--- config.mk ---
export PLATFORM = sky130hd
export DESIGN_NAME = acquisition_controller
export DESIGN_NICKNAME = d
export VERILOG_FILES = /design/src/rtl/acquisition_controller.sv
export SDC_FILE = /design/constraint.sdc
export NUM_CORES = 1
export LEC_CHECK = 0
export ABC_AREA = 1
export CORE_ASPECT_RATIO = 1.25
export CORE_MARGIN = 5
export CORE_UTILIZATION = 35
export DETAILED_ROUTE_END_ITERATION = 6
export SETUP_SLACK_MARGIN = 0.15
export SYNTH_ARGS = -nofsm -noshare
export SYNTH_HDL_FRONTEND = slang
export SYNTH_SLANG_ARGS = --single-unit
--- constraint.sdc ---
create_clock -name Clock -period 2.33 [get_ports Clock]
set_clock_uncertainty 0.15 [all_clocks]
set_input_delay 0.233 -clock Clock [delete_from_list [all_inputs] [get_ports Clock]]
set_output_delay 0.233 -clock Clock [all_outputs]
set_load 0.01 [all_outputs]
--- src/rtl/acquisition_controller.sv ---
// Acquisition sequencer: arms capture, forwards external triggers as capture strobes,
// then drains NUM_BYTES bytes from the capture buffer into a valid/ready byte sink.
module acquisition_controller #(
  parameter int unsigned NUM_BYTES      = 1024,
  parameter logic [23:0] TIMEOUT_CYCLES = 24'd10_000_000
) (
  input  logic       Clock,
  input  logic       Reset,
  input  logic       ArmRequest,
  input  logic [7:0] NumTriggers,
  input  logic       TriggerIn,
  output logic       CaptureStrobe,
  input  logic       StorageDataReady,
  input  logic [7:0] StorageData,
  output logic       StorageReadEnable,
  output logic [7:0] TxData,
  output logic       TxValid,
  input  logic       TxReady,
  output logic       Busy,
  output logic       Done,
  output logic       TimedOut
);

  typedef enum logic [2:0] {
    IDLE, ARMED, WAIT_READY, LOAD, SEND, ADVANCE, SETTLE
  } state_t;

  localparam logic [10:0] LAST_BYTE   = 11'(NUM_BYTES);
  localparam logic        TIMEOUT_EN  = (TIMEOUT_CYCLES != 24'd0);
  localparam logic [23:0] TIMEOUT_MAX = TIMEOUT_CYCLES - 24'd1;

  state_t      state_q, state_d;
  logic [7:0]  trig_count_q, trig_count_d;
  logic [10:0] byte_count_q, byte_count_d;
  logic [23:0] timer_q, timer_d;
  logic        settle_q, settle_d;
  logic        capture_q, capture_d;
  logic [7:0]  tx_data_q, tx_data_d;
  logic        tx_valid_q, tx_valid_d;
  logic        done_q, done_d;
  logic        trig_prev_q;

  logic trig_edge;
  logic waiting;
  logic timeout_hit;
  logic accept;

  assign trig_edge   = TriggerIn & ~trig_prev_q;
  assign waiting     = (state_q == ARMED) || (state_q == WAIT_READY);
  // Fires during the TIMEOUT_CYCLES-th cycle spent waiting; the abort lands next cycle.
  assign timeout_hit = TIMEOUT_EN && waiting && (timer_q == TIMEOUT_MAX);
  assign accept      = tx_valid_q & TxReady;

  always_ff @(posedge Clock) begin
    if (Reset) begin
      state_q      <= IDLE;
      trig_count_q <= 8'd0;
      byte_count_q <= 11'd0;
      timer_q      <= 24'd0;
      settle_q     <= 1'b0;
      capture_q    <= 1'b0;
      tx_data_q    <= 8'h00;
      tx_valid_q   <= 1'b0;
      done_q       <= 1'b0;
    end else begin
      state_q      <= state_d;
      trig_count_q <= trig_count_d;
      byte_count_q <= byte_count_d;
      timer_q      <= timer_d;
      settle_q     <= settle_d;
      capture_q    <= capture_d;
      tx_data_q    <= tx_data_d;
      tx_valid_q   <= tx_valid_d;
      done_q       <= done_d;
    end
  end

  // The edge detector tracks the input in every state so a level held across arming is ignored.
  always_ff @(posedge Clock) begin
    trig_prev_q <= TriggerIn;
  end

  always_comb begin
    state_d      = state_q;
    trig_count_d = trig_count_q;
    byte_count_d = byte_count_q;
    timer_d      = timer_q;
    settle_d     = settle_q;
    capture_d    = 1'b0;
    tx_data_d    = tx_data_q;
    tx_valid_d   = tx_valid_q;
    done_d       = 1'b0;

    case (state_q)
      IDLE: begin
        if (ArmRequest) begin
          trig_count_d = (NumTriggers == 8'd0) ? 8'd1 : NumTriggers;
          byte_count_d = 11'd0;
          timer_d      = 24'd0;
          state_d      = ARMED;
        end
      end
      ARMED: begin
        if (timeout_hit) begin
          state_d = IDLE;
        end else begin
          if (TIMEOUT_EN) timer_d = timer_q + 24'd1;
          if (trig_edge && (trig_count_q != 8'd0)) begin
            capture_d    = 1'b1;
            trig_count_d = trig_count_q - 8'd1;
            if (trig_count_q == 8'd1) state_d = WAIT_READY;
          end
        end
      end
      WAIT_READY: begin
        if (timeout_hit) begin
          state_d = IDLE;
        end else if (StorageDataReady) begin
          state_d = LOAD;
        end else if (TIMEOUT_EN) begin
          timer_d = timer_q + 24'd1;
        end
      end
      LOAD: begin
        tx_data_d  = StorageData;
        tx_valid_d = 1'b1;
        state_d    = SEND;
      end
      SEND: begin
        if (accept) begin
          tx_valid_d   = 1'b0;
          byte_count_d = byte_count_q + 11'd1;
          if (byte_count_q + 11'd1 == LAST_BYTE) begin
            done_d  = 1'b1;
            state_d = IDLE;
          end else begin
            state_d = ADVANCE;
          end
        end
      end
      ADVANCE: begin
        settle_d = 1'b0;
        state_d  = SETTLE;
      end
      SETTLE: begin
        // Two cycles: buffer updates its byte select, then its output register.
        if (settle_q) begin
          settle_d = 1'b0;
          state_d  = LOAD;
        end else begin
          settle_d = 1'b1;
        end
      end
      default: state_d = IDLE;
    endcase
  end

  always_comb begin
    Busy              = (state_q != IDLE);
    StorageReadEnable = (state_q == ADVANCE);
    TimedOut          = timeout_hit;
    CaptureStrobe     = capture_q;
    TxData            = tx_data_q;
    TxValid           = tx_valid_q;
    Done              = done_q;
  end

endmodule

# [Word-level counts from Yosys, hierarchy flattened]
# Cells that the tools add are included.
[totals] ff_bits=59 input_bits=22 wordCells=86
[op_classes] addsub=3 n_eq_ne=19 muxes=29 bitwise_logic=6 reduce_logical=19
[op_table] operator="$mux 24" n=4
[op_table] operator="$pmux 24 s3" n=1
[op_table] operator="$mux 8" n=4
[op_table] operator="$mux 3" n=9
[op_table] operator="$add 24x1->24 const B" n=1
[op_table] operator="$eq 24x24->1 const B" n=1
[op_table] operator="$mux 11" n=2
[op_table] operator="$pmux 11 s2" n=1
[op_table] operator="$pmux 3 s7" n=1
[op_table] operator="$pmux 8 s2" n=1
[op_table] operator="$ne 2x2->1 const B" n=6
[op_table] operator="$add 11x1->11 const B" n=1
[op_table] operator="$eq 11x11->1 const B" n=1
[op_table] operator="$eq 3x3->1 const B" n=3
[op_table] operator="$eq 8x1->1 const B" n=1
[op_table] operator="$logic_not 8->1" n=1
[op_table] operator="$reduce_bool 2->1" n=4
[op_table] operator="$reduce_bool 8->1" n=1
[op_table] operator="$sub 8x1->8 const B" n=1
[op_table] operator="$eq 3x2->1 const B" n=2
[op_table] operator="$ne 3x2->1 const B" n=2
[op_table] operator="$reduce_and 6->1" n=1
[op_table] operator="$reduce_bool 3->1" n=2
[op_table] operator="$reduce_or 3->1" n=2
[op_table] operator="other kinds (14)" n=23

# [Logic depth before layout (Yosys ltp)]
[depth] depth_word=6 mapped_depth=12 mapped_depth_nobuf=12

# [Worst setup path before layout]
# Ideal clock, no wire load.
[synth_path] kind="register to register" from="register timer_q[0]" to="register timer_q[14]" arrival_ns=1.579 required_time_ns=2.112 path_slack_ns=0.533 path_stages_with_launch=9 synth_period_minus_slack_ns=1.797 path_cell_list="dfxtp_1 -> ha_1 -> nand2_1 -> nor3_1 -> nand3_1 -> xor2_1 -> nor2_1 -> nand3_1 -> a21oi_2"
[synth_between] elab_chain_len=4
[synth_lines] element="from (decl)" line="35" text="logic [23:0] timer_q, timer_d;"
[synth_lines] element="from (signal assigned)" line="69" text="timer_q <= timer_d;"
[synth_lines] element="$add 24x1->24 / $eq 24x24->1 (equally long branches)" line="107, 121, 51"
[synth_lines] element="$mux 24 / $logic_and 1x1->1 (equally long branches)" line="118, 51"
[synth_lines] element="$mux 24 / $ne 2x2->1 (equally long branches)"
[synth_lines] element="$pmux 24 s3 / $reduce_and 5->1 (equally long branches)"
# Parallel ways exist; a longest one is shown, timed or not. The select of a mux whose other input is x is not followed.
# A chain may end at the register's enable or synchronous reset.

# [Worst setup path in the final report]
[layout_path] from="register timer_q[5]" to="register timer_q[6]"
# The elaborated chain is that of the path after synthesis.

==> metrics <==
dominant cells by area after synthesis dfxtp_1 (32%), nand2_1 (17%), nor2_1 (11%); fraction of synthesized cell area taken by the top area cell type 32.10%; R2R cell count 12; net load switching power 1.622 mW; Worst Hold Class in -> reg; CP Max Fanout 12; part of the total power dissipated in the clock network 31.2%; DRT antenna net count 0; gr usage total 16.40%; Remaining Overflow, GRT 0; net count reported at finish 683; fraction of final layout cells sized beyond drive strength 1 13.01%; hold-critical path depth 1; initial antenna violation count 0; DR pass1 iterations 4; part of the Yosys area used for sequential elements 32.10%; minimum hold slack 0.2259 ns; Slowest-stage cell, CP dfxtp_1; Yosys warning total 0; clock transition at the registers of the reported paths 0.06 ns; area overhead of the layout relative to synthesis 28.15%; HPWL reported at the end of detailed placement 7.170 mm; cell row count 41; combinational share of power 39.2%; routed length on met1 4.411 mm; sort of element at the start of the critical path flop; DRC Markers 0; share of power burned in registers 29.6%; Slowest Stage Delay on Critical Path 0.37 ns; Maximum Capacitance Violations 0; total via count in the routed design 3950; Clk Latency, worst-skew pair 0.33 ns; leading cell types by count after synthesis nand2_1 (171), nor2_1 (108), dfxtp_1 (59); average cell area after synthesis 6.153 um^2; most common flop cell mapped by yosys dfxtp_1; number of top-level pins 36; most frequent cell after synthesis nand2_1; floorplan core area 0.01021 mm^2; number of enable-type register cells in the synthesized netlist 0; Synth Instances 598; Total Routed Length 10.40 mm; post-synthesis async set-or-reset flop share 0%; final sum of negative setup slack 0 ns; outcome finished clean; area enclosed by the die boundary 0.01268 mm^2; number of buffers created by CTS 9; critical-path cell list nand2_1 > nor2_2 > nand3_2 > buf_4 > nor2_4 > nand3_2 > nand2_4 > nor2_8 > buf_4 > nand2_8 > nand2_1 > a21oi_1; arrival time reported for the critical path endpoint 2.16 ns; crit path to timer_q[6]; Max Fclk 486.0 MHz; summed instance area of the synthesized netlist 0.003680 mm^2; final slew viol count 0; Tmin final 2.058 ns; Worst Tran Pin Value 0.6725 ns; RSZ-0062 raised after global routing false; TritonCTS clock tree built; detailed-routed wire length on met3 616 um; buffer cell driving the clock tree root clkbuf_16; drt first-iter violations 146; first-pass GRT wire length 17.14 mm; met2 WL 5.174 mm; final worst-path cycle share 88.31%; Initial Util 36.05%; setup slack on the worst flop-to-flop path 0.27 ns; launch point of the critical path timer_q[5]; maximum level of the CTS H-tree 3; Setup crit end kind flop; largest area contributor in the synthesized netlist dfxtp_1; final weighted congestion in routability-driven placement 0.9058; Internal Pwr Total 2.571 mW; Critical R2R Launch timer_q[5]; vias in the first global route 3838; pin count of the biggest net entering global routing 35; type of the setup path with the least slack reg -> reg; required time worst endpoint 2.43 ns; relative slew slack 55.12%; Switching Share 38.68%; Netlist cell types 34; static leakage 1.783 nW; endpoints failing hold 0; top routing layer used met4; number of nets in the synthesized netlist 625; number of flip-flops and latches in the synthesized netlist 59; worst-case clock buffer depth 2; total setup violations reported at the end of the flow 0; cell area power density 889.1 mW/mm^2; Port-buffer cells 35; DIE HEIGHT 124.6 um; DR vias/cell 5.000; horizontal die dimension 101.7 um; peak supply drop 610.6 uV; Antenna Diode Count 0; number of clock sinks 59; Crit Reg-Reg Endpoint timer_q[6]; detail-routed net length per standard cell 13.16 um
==> layout by cell type, fill, tap and decap left out, types with 6 or more instances in the layout <==
| cell | instances |
|---|---|
| inv_1 | 48 |
| o21ai_0 | 24 |
| nor2_1 | 103 |
| nand2_1 | 171 |
| xnor2_1 | 7 |
| nand3_1 | 54 |
| dfxtp_2 | 6 |
| clkbuf_16 | 9 |
| a21oi_1 | 46 |
| xor2_1 | 7 |
| dfxtp_1 | 53 |
| buf_4 | 26 |
| clkdlybuf4s50_1 | 34 |
| nor2_2 | 9 |
==> how the worst min path moves through the flow <==
stage / endpoint / from
3_3_place_gp: TxValid / TxValid
4_1_cts: trig_prev_q / TriggerIn
6_report: trig_prev_q / TriggerIn
3_5_place_dp: trig_count_q[6] / trig_count_q[6]
5_1_grt: trig_prev_q / TriggerIn
2_1_floorplan: trig_prev_q / TriggerIn
==> flip-flops by register name, summed over array words and instances, names as in the netlist <==
name           count
CaptureStrobe      1
Done               1
timer_q           24
TxValid            1
byte_count_q      11
trig_count_q       8
settle_q           1
TxData             8
trig_prev_q        1
state_q            3
==> per-layer routing <==
metal	up-vias	global-route usage, %
met5	-	0
met2	101	28.62
met1	1797	18.16
li1	2036	-
met4	0	5.947
met3	16	5.378
==> power groups by stage <==
stage	clock [mW]	combinational, mW	sequential (mW)
after floorplan	0	1.03	1.25
after global placement	0	1.42	1.25
after detailed placement	0	1.42	1.25
after CTS	1.34	1.45	1.24
after global routing	1.38	1.82	1.26
final	1.31	1.64	1.24
==> layout make-up <==
type | instances | area (um^2)
timing repair buffer | 62 | 560.5
clock inverter | 7 | 68.82
inverter | 53 | 198.9
tap | 129 | 161.4
multi-input combinational | 471 | 2312
sequential | 59 | 1189
fill | 1044 | 5493
clock buffer | 9 | 225.2
==> what timing repair did <==
action	CTS	global route
buffers inserted	6	6
pin swaps	6	4
resized for setup	15	12
hold buffers	0	0
cloned	0	2
setup endpoints to repair	1	29
==> logic make-up after synthesis <==
kind of cell | count (synthesis) | synth area share, %
AO/OA/AOI/OAI | 77 | 10.95
XOR/XNOR | 14 | 3.332
buffers and inverters | 70 | 7.888
adder cells (fa/ha/maj) | 5 | 1.700
AND/OR/NAND/NOR | 373 | 44.03
flip-flops | 59 | 32.10
==> worst max-delay path, delay by kind of cell, from the launching register on <==
family                 cells  cell delay (ns)
AND/OR/NAND/NOR            9             0.96
flip-flops                 1             0.37
buffers and inverters      2             0.34
AO/OA/AOI/OAI              1             0.14
==> through the flow <==
stage | std cells | worst slack (ns) | power [mW] | area, um^2 | util (%)
3_3_place_gp | 760 | 0.06406 | 2.664 | 4213 | 41.27
4_1_cts | 782 | 0.1550 | 4.029 | 4586 | 44.92
3_5_place_dp | 760 | 0.07180 | 2.678 | 4213 | 41.27
5_1_grt | 790 | 0.1326 | 4.466 | 4716 | 46.19
2_1_floorplan | 598 | 0.5328 | 2.286 | 3680 | -
6_report | 790 | 0.2724 | 4.193 | 4716 | 46.19
Power figures use the tool's default switching activity.
